==> src/rtl/battleship_shot_controller.sv <==
// battleship_shot_controller: sequences one player's shot in the Battleship game.
// The fire key is synchronised and edge-detected. Each accepted press is
// validated, then looked up cell by cell over a req/ack handshake with the
// ship map, and finally scored into the LED/HEX outputs.
//
// Optional build macro SHOT_LIMIT_EN adds a per-game shot budget
// (parameter MAX_SHOTS, outputs shots_left and out_of_shots).
//
// state    | meaning
// IDLE     | waiting for an accepted fire press
// VALIDATE | range / big-bomb check, loads the cell list
// LOOKUP   | map_req high for the current cell until map_ack
// GAP      | one-cycle request gap between consecutive cells
// SCORE    | publish result flags and update hit_count / game_over
module battleship_shot_controller #(
  parameter int BIG_BOMBS   = 2,
  parameter int HITS_TO_WIN = 9,
  parameter int NUM_SHIPS   = 5
`ifdef SHOT_LIMIT_EN
  ,parameter int MAX_SHOTS  = 20
`endif
) (
  input  logic                 clock,
  input  logic                 reset_L,
  input  logic [3:0]           x,
  input  logic [3:0]           y,
  input  logic                 big,
  input  logic                 score_L,
  output logic                 map_req,
  output logic [3:0]           map_x,
  output logic [3:0]           map_y,
  input  logic                 map_ack,
  input  logic                 map_hit,
  input  logic                 map_near,
  input  logic [NUM_SHIPS-1:0] map_ship,
  output logic                 hit,
  output logic                 near_miss,
  output logic                 miss,
  output logic                 wrong,
  output logic [3:0]           hit_count,
  output logic [1:0]           big_left,
  output logic [NUM_SHIPS-1:0] ships_hit,
  output logic                 busy,
  output logic                 game_over
`ifdef SHOT_LIMIT_EN
  ,output logic [4:0]          shots_left,
  output logic                 out_of_shots
`endif
);

  typedef enum logic [2:0] {S_IDLE, S_VALIDATE, S_LOOKUP, S_GAP, S_SCORE} state_t;

  state_t      state, state_nx;
  logic        key_s1, key_s2, key_d;
  logic        press, accept, stop;
  logic [3:0]  shot_x, shot_y;
  logic        shot_big, shot_ok;
  logic [4:0]  cell_mask, cur_cell, rest_mask;
  logic [3:0]  cell_x, cell_y;
  logic        any_hit, any_near;
  logic [2:0]  pending;
  logic [4:0]  score_sum;
  logic [3:0]  score_total;
  logic        win;

  function automatic logic in_range(input logic [3:0] v);
    return (v >= 4'd1) && (v <= 4'd10);
  endfunction

`ifdef SHOT_LIMIT_EN
  assign stop = game_over | out_of_shots;
`else
  assign stop = game_over;
`endif

  assign press   = key_d & ~key_s2;
  assign accept  = press && (state == S_IDLE) && !stop;
  assign shot_ok = in_range(shot_x) && in_range(shot_y) && !(shot_big && (big_left == 2'd0));

  // Lowest pending cell is served first, which gives centre, left, right, up, down order.
  assign cur_cell  = cell_mask & (~cell_mask + 5'd1);
  assign rest_mask = cell_mask & ~cur_cell;

  assign score_sum   = {1'b0, hit_count} + {2'b00, pending};
  assign score_total = (score_sum > 5'd9) ? 4'd9 : score_sum[3:0];
  assign win         = score_total >= 4'(HITS_TO_WIN);

  // Two-flop synchroniser plus edge-detect history for the raw key.
  always_ff @(posedge clock or negedge reset_L) begin
    if (!reset_L) begin
      key_s1 <= 1'b1;
      key_s2 <= 1'b1;
      key_d  <= 1'b1;
    end else begin
      key_s1 <= score_L;
      key_s2 <= key_s1;
      key_d  <= key_s2;
    end
  end

  // FSM state register.
  always_ff @(posedge clock or negedge reset_L) begin
    if (!reset_L) state <= S_IDLE;
    else          state <= state_nx;
  end

  // FSM next-state logic.
  always_comb begin
    state_nx = state;
    unique case (state)
      S_IDLE:     if (accept) state_nx = S_VALIDATE;
      S_VALIDATE: state_nx = shot_ok ? S_LOOKUP : S_IDLE;
      S_LOOKUP:   if (map_ack) state_nx = (rest_mask == 5'd0) ? S_SCORE : S_GAP;
      S_GAP:      state_nx = S_LOOKUP;
      S_SCORE:    state_nx = S_IDLE;
      default:    state_nx = S_IDLE;
    endcase
  end

  // Coordinates of the cell currently at the head of the list.
  always_comb begin
    cell_x = shot_x;
    cell_y = shot_y;
    case (cur_cell)
      5'b00010: cell_x = shot_x - 4'd1;
      5'b00100: cell_x = shot_x + 4'd1;
      5'b01000: cell_y = shot_y - 4'd1;
      5'b10000: cell_y = shot_y + 4'd1;
      default:  ;
    endcase
  end

  // FSM outputs; the lookup address is held at zero outside LOOKUP.
  always_comb begin
    map_req = (state == S_LOOKUP);
    busy    = (state != S_IDLE);
    map_x   = map_req ? cell_x : 4'd0;
    map_y   = map_req ? cell_y : 4'd0;
  end

  // Shot registers, lookup accumulators and scoreboard outputs.
  always_ff @(posedge clock or negedge reset_L) begin
    if (!reset_L) begin
      shot_x    <= 4'd0;
      shot_y    <= 4'd0;
      shot_big  <= 1'b0;
      cell_mask <= 5'd0;
      any_hit   <= 1'b0;
      any_near  <= 1'b0;
      pending   <= 3'd0;
      hit       <= 1'b0;
      near_miss <= 1'b0;
      miss      <= 1'b0;
      wrong     <= 1'b0;
      hit_count <= 4'd0;
      big_left  <= 2'(BIG_BOMBS);
      ships_hit <= '0;
      game_over <= 1'b0;
`ifdef SHOT_LIMIT_EN
      shots_left   <= 5'(MAX_SHOTS);
      out_of_shots <= 1'b0;
`endif
    end else begin
      case (state)
        S_IDLE: if (accept) begin
          shot_x    <= x;
          shot_y    <= y;
          shot_big  <= big;
          hit       <= 1'b0;
          near_miss <= 1'b0;
          miss      <= 1'b0;
          wrong     <= 1'b0;
          any_hit   <= 1'b0;
          any_near  <= 1'b0;
          pending   <= 3'd0;
        end
        S_VALIDATE: begin
          if (!shot_ok) begin
            wrong <= 1'b1;
          end else begin
            if (shot_big) big_left <= big_left - 2'd1;
            cell_mask <= shot_big ? {in_range(shot_y + 4'd1), in_range(shot_y - 4'd1),
                                     in_range(shot_x + 4'd1), in_range(shot_x - 4'd1), 1'b1}
                                  : 5'b00001;
          end
        end
        S_LOOKUP: if (map_ack) begin
          any_hit   <= any_hit | map_hit;
          any_near  <= any_near | map_near;
          cell_mask <= rest_mask;
          if (map_hit) begin
            pending   <= pending + 3'd1;
            ships_hit <= ships_hit | map_ship;
          end
        end
        S_SCORE: begin
          hit       <= any_hit;
          near_miss <= !any_hit && any_near;
          miss      <= !any_hit && !any_near;
          hit_count <= score_total;
          if (win) game_over <= 1'b1;
`ifdef SHOT_LIMIT_EN
          // A winning last shot reports the win, not the empty magazine.
          if (shots_left != 5'd0) begin
            shots_left <= shots_left - 5'd1;
            if ((shots_left == 5'd1) && !win) out_of_shots <= 1'b1;
          end
`endif
        end
        default: ;
      endcase
    end
  end

endmodule
==> config.mk <==
export PLATFORM = sky130hd
export DESIGN_NAME = battleship_shot_controller
export DESIGN_NICKNAME = d
export VERILOG_FILES = /design/src/rtl/battleship_shot_controller.sv
export SDC_FILE = /design/constraint.sdc
export NUM_CORES = 1
export LEC_CHECK = 0
export CORE_MARGIN = 3
export CORE_UTILIZATION = 40
export CTS_CLUSTER_DIAMETER = 200
export CTS_CLUSTER_SIZE = 8
export DETAILED_ROUTE_END_ITERATION = 7
export HOLD_SLACK_MARGIN = 0.12
export SETUP_SLACK_MARGIN = 0.15
export SYNTH_ARGS = -nofsm -noshare
export SYNTH_HDL_FRONTEND = slang
export SYNTH_SLANG_ARGS = --single-unit
==> constraint.sdc <==
create_clock -name clock -period 2.6 [get_ports clock]
set_input_delay 0.52 -clock clock [delete_from_list [all_inputs] [get_ports clock]]
set_output_delay 0.52 -clock clock [all_outputs]
set_load 0.01 [all_outputs]
==> results of run 1 <==
## layer usage
metal | wire [um] | vias to the layer above | GRT usage
li1 | - | 1099 | -
met1 | 2930 | 1045 | 0.230
met2 | 2690 | 51 | 0.259
met3 | 232 | 5 | 0.0263
met4 | 45 | 0 | 0.0446
met5 | 0 | - | 0
## synth_stat cells (all sizes together), types with 4 or more instances
library cell | instances | area (sq um)
dfrtp | 37 | 926
nand2 | 31 | 116
o21ai | 23 | 115
inv | 20 | 75.1
ha | 19 | 238
nor2 | 18 | 70.1
a21oi | 15 | 75.1
buf | 9 | 61.3
mux2 | 9 | 120
xnor2 | 9 | 78.8
a21o | 8 | 60.1
nand3 | 8 | 40.0
clkbuf | 7 | 26.3
mux2i | 6 | 60.1
nor3 | 6 | 46.3
nand2b | 5 | 31.3
nor2b | 5 | 31.3
dfstp | 4 | 105
nand3b | 4 | 30.0
## report_power, final
group	switching (uW)	internal (uW)	leakage (uW)
clock network	229	312	0.0000574
registers	279	877	0.000505
logic	1080	1140	0.00104
## layout by cell type, fill, tap and decap left out, types with 15 or more instances in the layout
master           synthesis  layout
a21oi_1                 15      15
o21ai_0                 21      21
nor2_1                  17      17
clkdlybuf4s50_1          0      36
dfrtp_1                 37      32
inv_1                   20      18
ha_1                    19      17
nand2_1                 31      31
buf_4                    0      22
## final timing paths
kind / startpoint / end / slack [ns]
max: shot_x[1] / map_x[2] / 0.23
min: key_s1 / key_s2 / 0.35
max reg2reg: shot_x[0] / cell_mask[0] / 0.63
min reg2reg: key_s1 / key_s2 / 0.35
max in group asynchronous: reset_L / shot_y[0] / 1.59
min in group asynchronous: reset_L / shot_x[0] / 0.36
## area by class of cell
type / count / area (sq um) / area share
tap: 77 / 96.3 / 0.0281
multi-input combinational: 207 / 1500 / 0.437
inverter: 20 / 77.6 / 0.0227
clock inverter: 2 / 37.5 / 0.0110
clock buffer: 6 / 82.6 / 0.0241
sequential: 41 / 1040 / 0.303
timing repair buffer: 67 / 597 / 0.174
## flip-flops by register name, indices dropped and copies added (netlist names)
| name | cells |
|---|---|
| pending | 3 |
| any_near | 1 |
| key_s2 | 1 |
| any_hit | 1 |
| hit_count | 4 |
| wrong | 1 |
| big_left | 2 |
| state | 3 |
| ships_hit | 5 |
| near_miss | 1 |
| shot_x | 4 |
| shot_big | 1 |
| hit | 1 |
| key_s1 | 1 |
| shot_y | 4 |
| game_over | 1 |
| key_d | 1 |
| cell_mask | 5 |
| miss | 1 |
## through the flow
stage	cells	hold slack, ns	worst slack (ns)	utilization
final	420	0.355	0.226	0.536
after global placement	402	0.346	0.155	0.502
after detailed placement	402	0.351	0.114	0.502
after CTS	417	0.359	0.0892	0.533
after floorplan	284	0.224	0.499	-
after global routing	420	0.362	0.149	0.536
## cell families after synthesis
family,share of synthesized area
simple gates,0.171
compound gates,0.173
flops,0.387
buf+inv,0.0611
fa+ha+maj,0.101
mux,0.0677
xor+xnor,0.0395
## timing repair
item	in CTS	in global routing
resized for setup	19	7
buffers inserted	7	3
setup endpoints to repair	7	4
hold buffers	0	0
pin swaps	1	2
==> results.py, run 1 <==
metrics = {
    "critical_path": {
        "critical_path_buf_inv_count": 2,
        "worstPathCellList": "buf_4 -> ha_2 -> xnor2_1 -> a22oi_1 -> o221a_2 -> dlygate4sd2_1",
        "start_kind": "flip-flop",
        "reg2reg_depth": 6,
        "endpoint_kind": "primary output",
        "cp_top_family": "buffers and inverters",
        "crit_fanout": 10,
        "cp.depth": 6,
        "crit_arrival_ns": 1.85,
        "slowest_stage": "dfrtp_1",
        "critPathMaxStageDelay_ns": 0.40,
        "path_class": "flip-flop to primary output",
        "crit_required_ns": 2.08,
    },
    "grt": {
        "grt_max_degree": 42,
        "first_global_vias": 2236,
        "antenna_found_initial": 0,
        "grtUsageTotal": 0.163,
        "overflow": 0,
        "grt_pass1_wl_mm": 10.1,
    },
    "placement": {
        "place_area_sq_mm": 0.00321,
        "gp_congestion": 0.835,
        "io_buffers": 45,
        "dpl.hpwl_mm": 4.25,
    },
    "floorplanning": {
        "fp.dieW_um": 87.6,
        "die_h_um": 87.6,
        "num_io_pins": 46,
        "fp.coreArea_sq_mm": 0.00639,
        "die_area_sq_mm": 0.00767,
        "rows": 29,
        "initial_core_util": 0.417,
    },
    "synth": {
        "ys.flop_type": "dfrtp_1",
        "synth-seq-cells": 41,
        "synth_cells": 284,
        "synth_edf_count": 0,
        "async_flop_share": 1.00,
        "ys_seq_area_frac": 0.387,
        "synth_area_sq_mm": 0.00266,
        "postSynthNetCount": 324,
        "yosysWarnings": 0,
        "yosysUniqueCellTypes": 55,
        "syn_area_per_cell_sq_um": 9.37,
    },
    "drt": {
        "drtAntennaViolNets": 0,
        "vias": 2200,
        "wl_per_cell_um": 14.0,
        "drc": 0,
        "routed_via_density": 5.24,
        "first_iter_violations": 73,
        "drt-total-wl_mm": 5.90,
        "firstDrtPassIters": 4,
    },
    "timing": {
        "setup_violations": 0,
        "rsz0062_at_grt": "false",
        "fin_crit_ns": 2.37,
        "fmax_mhz": 421,
        "fin_crit_sh": 0.913,
        "hold_viol_final": 0,
        "fin_skew_ns": 0.0120,
        "tightest_slew_ns": 0.934,
        "tns_ns": 0,
        "drv_slew": 0,
        "slew_headroom": 0.377,
    },
    "layout": {
        "drive_gt1_frac": 0.181,
        "antenna_cells": 0,
        "syn_to_final_growth_pct": 28.7,
        "final_area_sq_mm": 0.00342,
        "fillCellCount": 619,
        "final_nets": 382,
    },
    "clocking": {
        "clk_path_buf_depth": 2,
        "htreeDepth": 2,
        "clock_sinks": 41,
        "cts_root_buffer": "clkbuf_8",
        "cts_tree": "done",
        "numCtsBuffers": 5,
        "insertion_delay_ns": 0.29,
        "clk_pin_slew_worst_paths_ns": 0.09,
    },
    "pwr": {
        "p_leak_uw": 0.00160,
        "ir_drop_mv": 0.519,
        "power_uw": 3920,
        "power_density_mw_per_mm2": 1150,
    },
    "flow_run": {
        "cap_violations": 0,
    },
    "min_path": {
        "hold_class": "flip-flop to flip-flop",
        "min_path_cells": 0,
    },
    "status": {
        "status": "finished clean",
    },
}
Power figures use the tool's default switching activity.
==> inputs of run 2 (changes only) <==
--- a/config.mk
+++ b/config.mk
@@ -10,6 +10,7 @@
 export CTS_CLUSTER_DIAMETER = 200
 export CTS_CLUSTER_SIZE = 8
 export DETAILED_ROUTE_END_ITERATION = 7
+export GPL_TIMING_DRIVEN = 0
 export HOLD_SLACK_MARGIN = 0.12
 export SETUP_SLACK_MARGIN = 0.15
 export SYNTH_ARGS = -nofsm -noshare
==> run 2 against run 1 <==
  * Total power rose by 2.1%
  * Sequential share of layout area fell by 0.96 points
  * Clock skew fell by 0.0056 ns
  * Register-to-register slack got worse by 0.05 ns
  * Non-clock buffer count rose by 8
  * Count of clock-buffer cells in the layout fell by 1
  * Setup slack got worse by 0.066 ns
  * Worst hold slack improved by 0.0064 ns
  * Clock power fell by 3%
  * Largest power group unchanged
  * Wire length rose by 2.8%
  * Largest cell class unchanged
  * Core utilization rose by 1.6 points
==> results.py, run 2 (synthesized netlist as in run 1, its figures left out) <==
metrics = {
    "status": {
        "status": "finished clean",
    },
    "clocking": {
        "clock_sinks": 41,
        "insertion_delay_ns": 0.30,
        "cts_tree": "done",
        "clk_path_buf_depth": 2,
        "cts_root_buffer": "clkbuf_8",
        "htreeDepth": 2,
        "clk_pin_slew_worst_paths_ns": 0.08,
        "numCtsBuffers": 5,
    },
    "placement": {
        "io_buffers": 45,
        "gp_congestion": 0.854,
        "dp.cells": 407,
        "place_area_sq_mm": 0.00322,
        "dpl.hpwl_mm": 4.41,
    },
    "pwr": {
        "ir_drop_mv": 0.465,
        "sw_frac_of_total": 0.411,
        "p_clk_frac": 0.131,
        "seqPwrFrac": 0.265,
        "p_sw_uw": 1650,
        "p_int_uw": 2360,
        "power_density_mw_per_mm2": 1140,
        "p_leak_uw": 0.00162,
        "comb_power_share": 0.603,
    },
    "timing": {
        "fmax_mhz": 410,
        "drv_slew": 0,
        "hold_viol_final": 0,
        "fin_crit_sh": 0.938,
        "fin_crit_ns": 2.44,
        "slew_headroom": 0.712,
        "tightest_slew_ns": 0.422,
        "setup_violations": 0,
        "fin_skew_ns": 0.00636,
        "tns_ns": 0,
        "rsz0062_at_grt": "true",
    },
    "layout": {
        "most-common-layout-cells": "clkdlybuf4s50_1, dfrtp_1, nand2_1, o21ai_0, ha_1",
        "layout_commonest_cell": "clkdlybuf4s50_1",
        "antenna_cells": 0,
        "finish.utilization": 0.553,
        "drive_gt1_frac": 0.202,
        "reg.largest.list": "cell_mask: 5 flops, ships_hit: 5 flops",
        "final_nets": 390,
        "final_area_sq_mm": 0.00353,
        "syn_to_final_growth_pct": 32.6,
        "finalNonFillerCells": 428,
    },
    "floorplanning": {
        "num_io_pins": 46,
        "rows": 29,
        "initial_core_util": 0.417,
        "die_area_sq_mm": 0.00767,
        "fp.coreArea_sq_mm": 0.00639,
        "fp.dieW_um": 87.6,
        "die_h_um": 87.6,
    },
    "critical_path": {
        "critPathLaunch": "shot_x[0]",
        "critPathMaxStageDelay_ns": 0.39,
        "slowest_stage": "dfrtp_1",
        "worstPathCellList": "buf_8 -> clkinvlp_4 -> ha_4 -> xnor2_2 -> a22oi_1 -> o221a_2 -> clkdlybuf4s15_1",
        "critical_path_buf_inv_count": 3,
        "crit_arrival_ns": 1.92,
        "crit_required_ns": 2.08,
        "crit_fanout": 8,
        "cp_top_family": "buffers and inverters",
        "start_kind": "flip-flop",
        "path_class": "flip-flop to primary output",
        "endpoint_kind": "primary output",
        "reg2reg_from": "shot_x[0]",
    },
    "drt": {
        "drc": 0,
        "wl_per_cell_um": 14.2,
        "firstDrtPassIters": 4,
        "drt-total-wl_mm": 6.06,
        "routed_via_density": 5.23,
        "first_iter_violations": 77,
        "vias": 2237,
        "drtAntennaViolNets": 0,
    },
    "min_path": {
        "hold_class": "flip-flop to flip-flop",
        "min_from": "key_s1",
    },
    "grt": {
        "antenna_found_initial": 0,
        "grtUsageTotal": 0.170,
        "first_global_vias": 2197,
        "overflow": 0,
        "grt_max_degree": 35,
        "grt_pass1_wl_mm": 10.4,
    },
    "flow_run": {
        "cap_violations": 0,
    },
}
run 2: changes by cell type in the layout (fill, tap and decap cells not counted), moves of 2 or more:
cell,delta
buf_4,-11
buf_2,+5
buf_6,+4
clkbuf_1,+4
dlygate4sd2_1,-3
buf_8,+2
clkbuf_2,+2
clkbuf_4,+2
dfrtp_1,+2
dfrtp_2,-2
inv_1,-2
run 2: per-stage QoR:
| step | setup WS (ns) | power (uW) | hold slack (ns) |
|---|---|---|---|
| 4_1_cts | 0.0505 | 3870 | 0.364 |
| 5_1_grt | 0.0451 | 4380 | 0.362 |
| 2_1_floorplan | 0.499 | 2490 | 0.224 |
| 3_3_place_gp | -0.259 | 3100 | 0.346 |
| 3_5_place_dp | -0.268 | 3140 | 0.348 |
| 6_report | 0.160 | 4010 | 0.361 |
run 2: area by class of cell:
type	instances	area [sq um]
Multi-Input combinational cell	207	1530
Clock buffer	5	68.8
Clock inverter	3	46.3
Fill cell	597	2860
Timing Repair Buffer	59	556
Buffer	16	113
Tap cell	77	96.3
Sequential cell	41	1030
Inverter	20	81.3
run 2: metal layers:
| layer | wire length (um) | global-route usage | vias to the layer above |
|---|---|---|---|
| li1 | - | - | 1126 |
| met1 | 2830 | 0.227 | 1055 |
| met2 | 2930 | 0.279 | 50 |
| met3 | 258 | 0.0376 | 6 |
| met4 | 42 | 0.0460 | 0 |
| met5 | 0 | 0 | - |
run 2: path summary, 6_finish.rpt:
check	endpoint	depth (start not counted)	slack [ns]
min in group asynchronous	hit_count[2]	2	0.60
worst max register to register	cell_mask[2]	9	0.58
max in group asynchronous	big_left[1]	3	1.50
worst min-delay path	key_s2	0	0.36
worst min register to register	key_s2	0	0.36
worst max-delay path	map_x[2]	7	0.16
run 2: timing repair:
action	4_1_cts	5_1_grt
cloned	0	0
pin swaps	2	3
hold endpoints to repair	7	0
resized for setup	33	20
buffers inserted	7	5
endpoints found under the setup margin	9	7
hold buffers	1	0
run 2: power by group through the flow:
| stage | Combinational (uW) | Sequential [uW] | Clock [uW] |
|---|---|---|---|
| 2_1_floorplan | 1400 | 1080 | 0 |
| 3_3_place_gp | 2020 | 1090 | 0 |
| 3_5_place_dp | 2040 | 1100 | 0 |
| 4_1_cts | 2260 | 1060 | 551 |
| 5_1_grt | 2690 | 1110 | 582 |
| 6_report | 2420 | 1060 | 525 |
==> RTL change: new RTL, config.mk and constraints of run 2 <==
`HITS_TO_WIN`: 9 -> 6.
--- a/src/rtl/battleship_shot_controller.sv
+++ b/src/rtl/battleship_shot_controller.sv
@@ -15,5 +15,5 @@
 module battleship_shot_controller #(
   parameter int BIG_BOMBS   = 2,
-  parameter int HITS_TO_WIN = 9,
+  parameter int HITS_TO_WIN = 6,
   parameter int NUM_SHIPS   = 5
 `ifdef SHOT_LIMIT_EN
Function: same outputs for any inputs over 10 cycles, from zero or initial values and one cycle with reset_L low; that may be too few to reach the edited logic, so the function may still have changed.
==> RTL change against run 2 <==
  * Routed wire length decreased by 3.6%
  * Power decreased by 2.4%
  * Design area decreased by 2.2%
  * Utilization increased by 0.69 points
  * Synthesized cell count decreased by 6.3%
  * Clock skew increased by 0.0025 ns
  * Sequential cell count unchanged
  * Fmax increased by 3.4%
  * Final cell count decreased by 4.2%
  * Sequential share of layout area increased by 0.71 points
  * Worst setup slack improved by 0.079 ns
  * Largest cell class unchanged
  * Critical path type unchanged
  * Area after synthesis decreased by 0.85%
==> RTL change: results <==
[placed_design]
dp_cells = 387
dpl.hpwl_um = 4190
place_area_um2 = 3200
post-place-ws_ns = -0.00182

[pwr]
power_leakage_nw = 1.56
netSwitchingFraction = 0.420
ir_worst_vdd_v = 0.000589
clock_net_power_mw = 0.425

[grt]
grt_max_degree = 34
use_met2 = 0.264
grt_pass1_vias = 2111
use_met1 = 0.226
grt_use_total = 0.165

[outcome]
outcome = completed

[worst_setup_path]
critical_path.startpoint = cell_mask[1]$_DFFE_PN0P_
r2r_start = pending[0]$_DFFE_PN0P_
reg2reg_depth = 7
worstPathMaxFanout = 10
r2r_slack_ns = 0.70
worstReg2RegEnd = hit_count[0]$_DFFE_PN0P_

[drt]
viasPerCell = 5.18
met2RoutedLength_um = 2800
wirelength_um = 5840
wl_met1_um = 2790
drt_iter0_drc = 71
wl_per_cell_um = 14.3
route.met3.wl_um = 202

[sta]
whs_ns = 0.359
clock_skew_ns = 0.00882

[synthesis]
synth_nets = 306
syn_inst = 266
synth_common_cells = dfrtp_1, nand2_1, ha_1
ys_seq_area_frac = 0.391
ys_top_cells_by_area = dfrtp_1, ha_1, nand2_1

[cts]
htreeDepth = 2
==> RTL change: logic make-up (layout without fill, tap and decap cells) <==
| group | Yosys count | count (layout) | synth area share |
|---|---|---|---|
| xor+xnor | 10 | 10 | 0.0332 |
| mux | 16 | 16 | 0.0659 |
| compound gates | 64 | 64 | 0.170 |
| flops | 41 | 41 | 0.391 |
| fa+ha+maj | 21 | 21 | 0.101 |
| simple gates | 85 | 85 | 0.188 |
| buf+inv | 29 | 98 | 0.0503 |
==> RTL change: cell type report <==
| cell class | instances | area [µm²] | area share |
|---|---|---|---|
| plain buffers | 12 | 72.6 | 0.0210 |
| clock buffers | 8 | 90.1 | 0.0261 |
| inverters | 17 | 68.8 | 0.0199 |
| multi-input cells | 196 | 1520 | 0.442 |
| flip-flops and latches | 41 | 1040 | 0.300 |
| well taps | 75 | 93.8 | 0.0272 |
| repair buffers | 61 | 564 | 0.164 |
==> RTL change: timing repair <==
item,4_1_cts,5_1_grt
gates resized for setup,20,17
endpoints found under the setup margin,8,7
hold buffers,1,0
hold endpoints to repair,8,0
setup buffers,10,4
pin swaps,1,4
==> RTL change: critical path, cell delays in order, from the launching register on <==
cell and delay [ns]:
dfrtp_1 0.40, clkbuf_4 0.19, nor2_1 0.14, nor2_2 0.06, xnor2_1 0.13, nor2_1 0.09, clkdlybuf4s50_1 0.55
==> RTL change: worst max-delay path by stage <==
| stage | end | slack, ns | cells past startpoint |
|---|---|---|---|
| after floorplan | map_x[2] | 0.65 | 5 |
| after global placement | shot_y[3]$_DFFE_PN0P_ | -0.09 | 1 |
| after detailed placement | map_x[2] | -0.002 | 6 |
| after CTS | map_y[0] | 0.02 | 6 |
| after global routing | map_x[3] | 0.15 | 7 |
| final | map_x[0] | 0.24 | 6 |
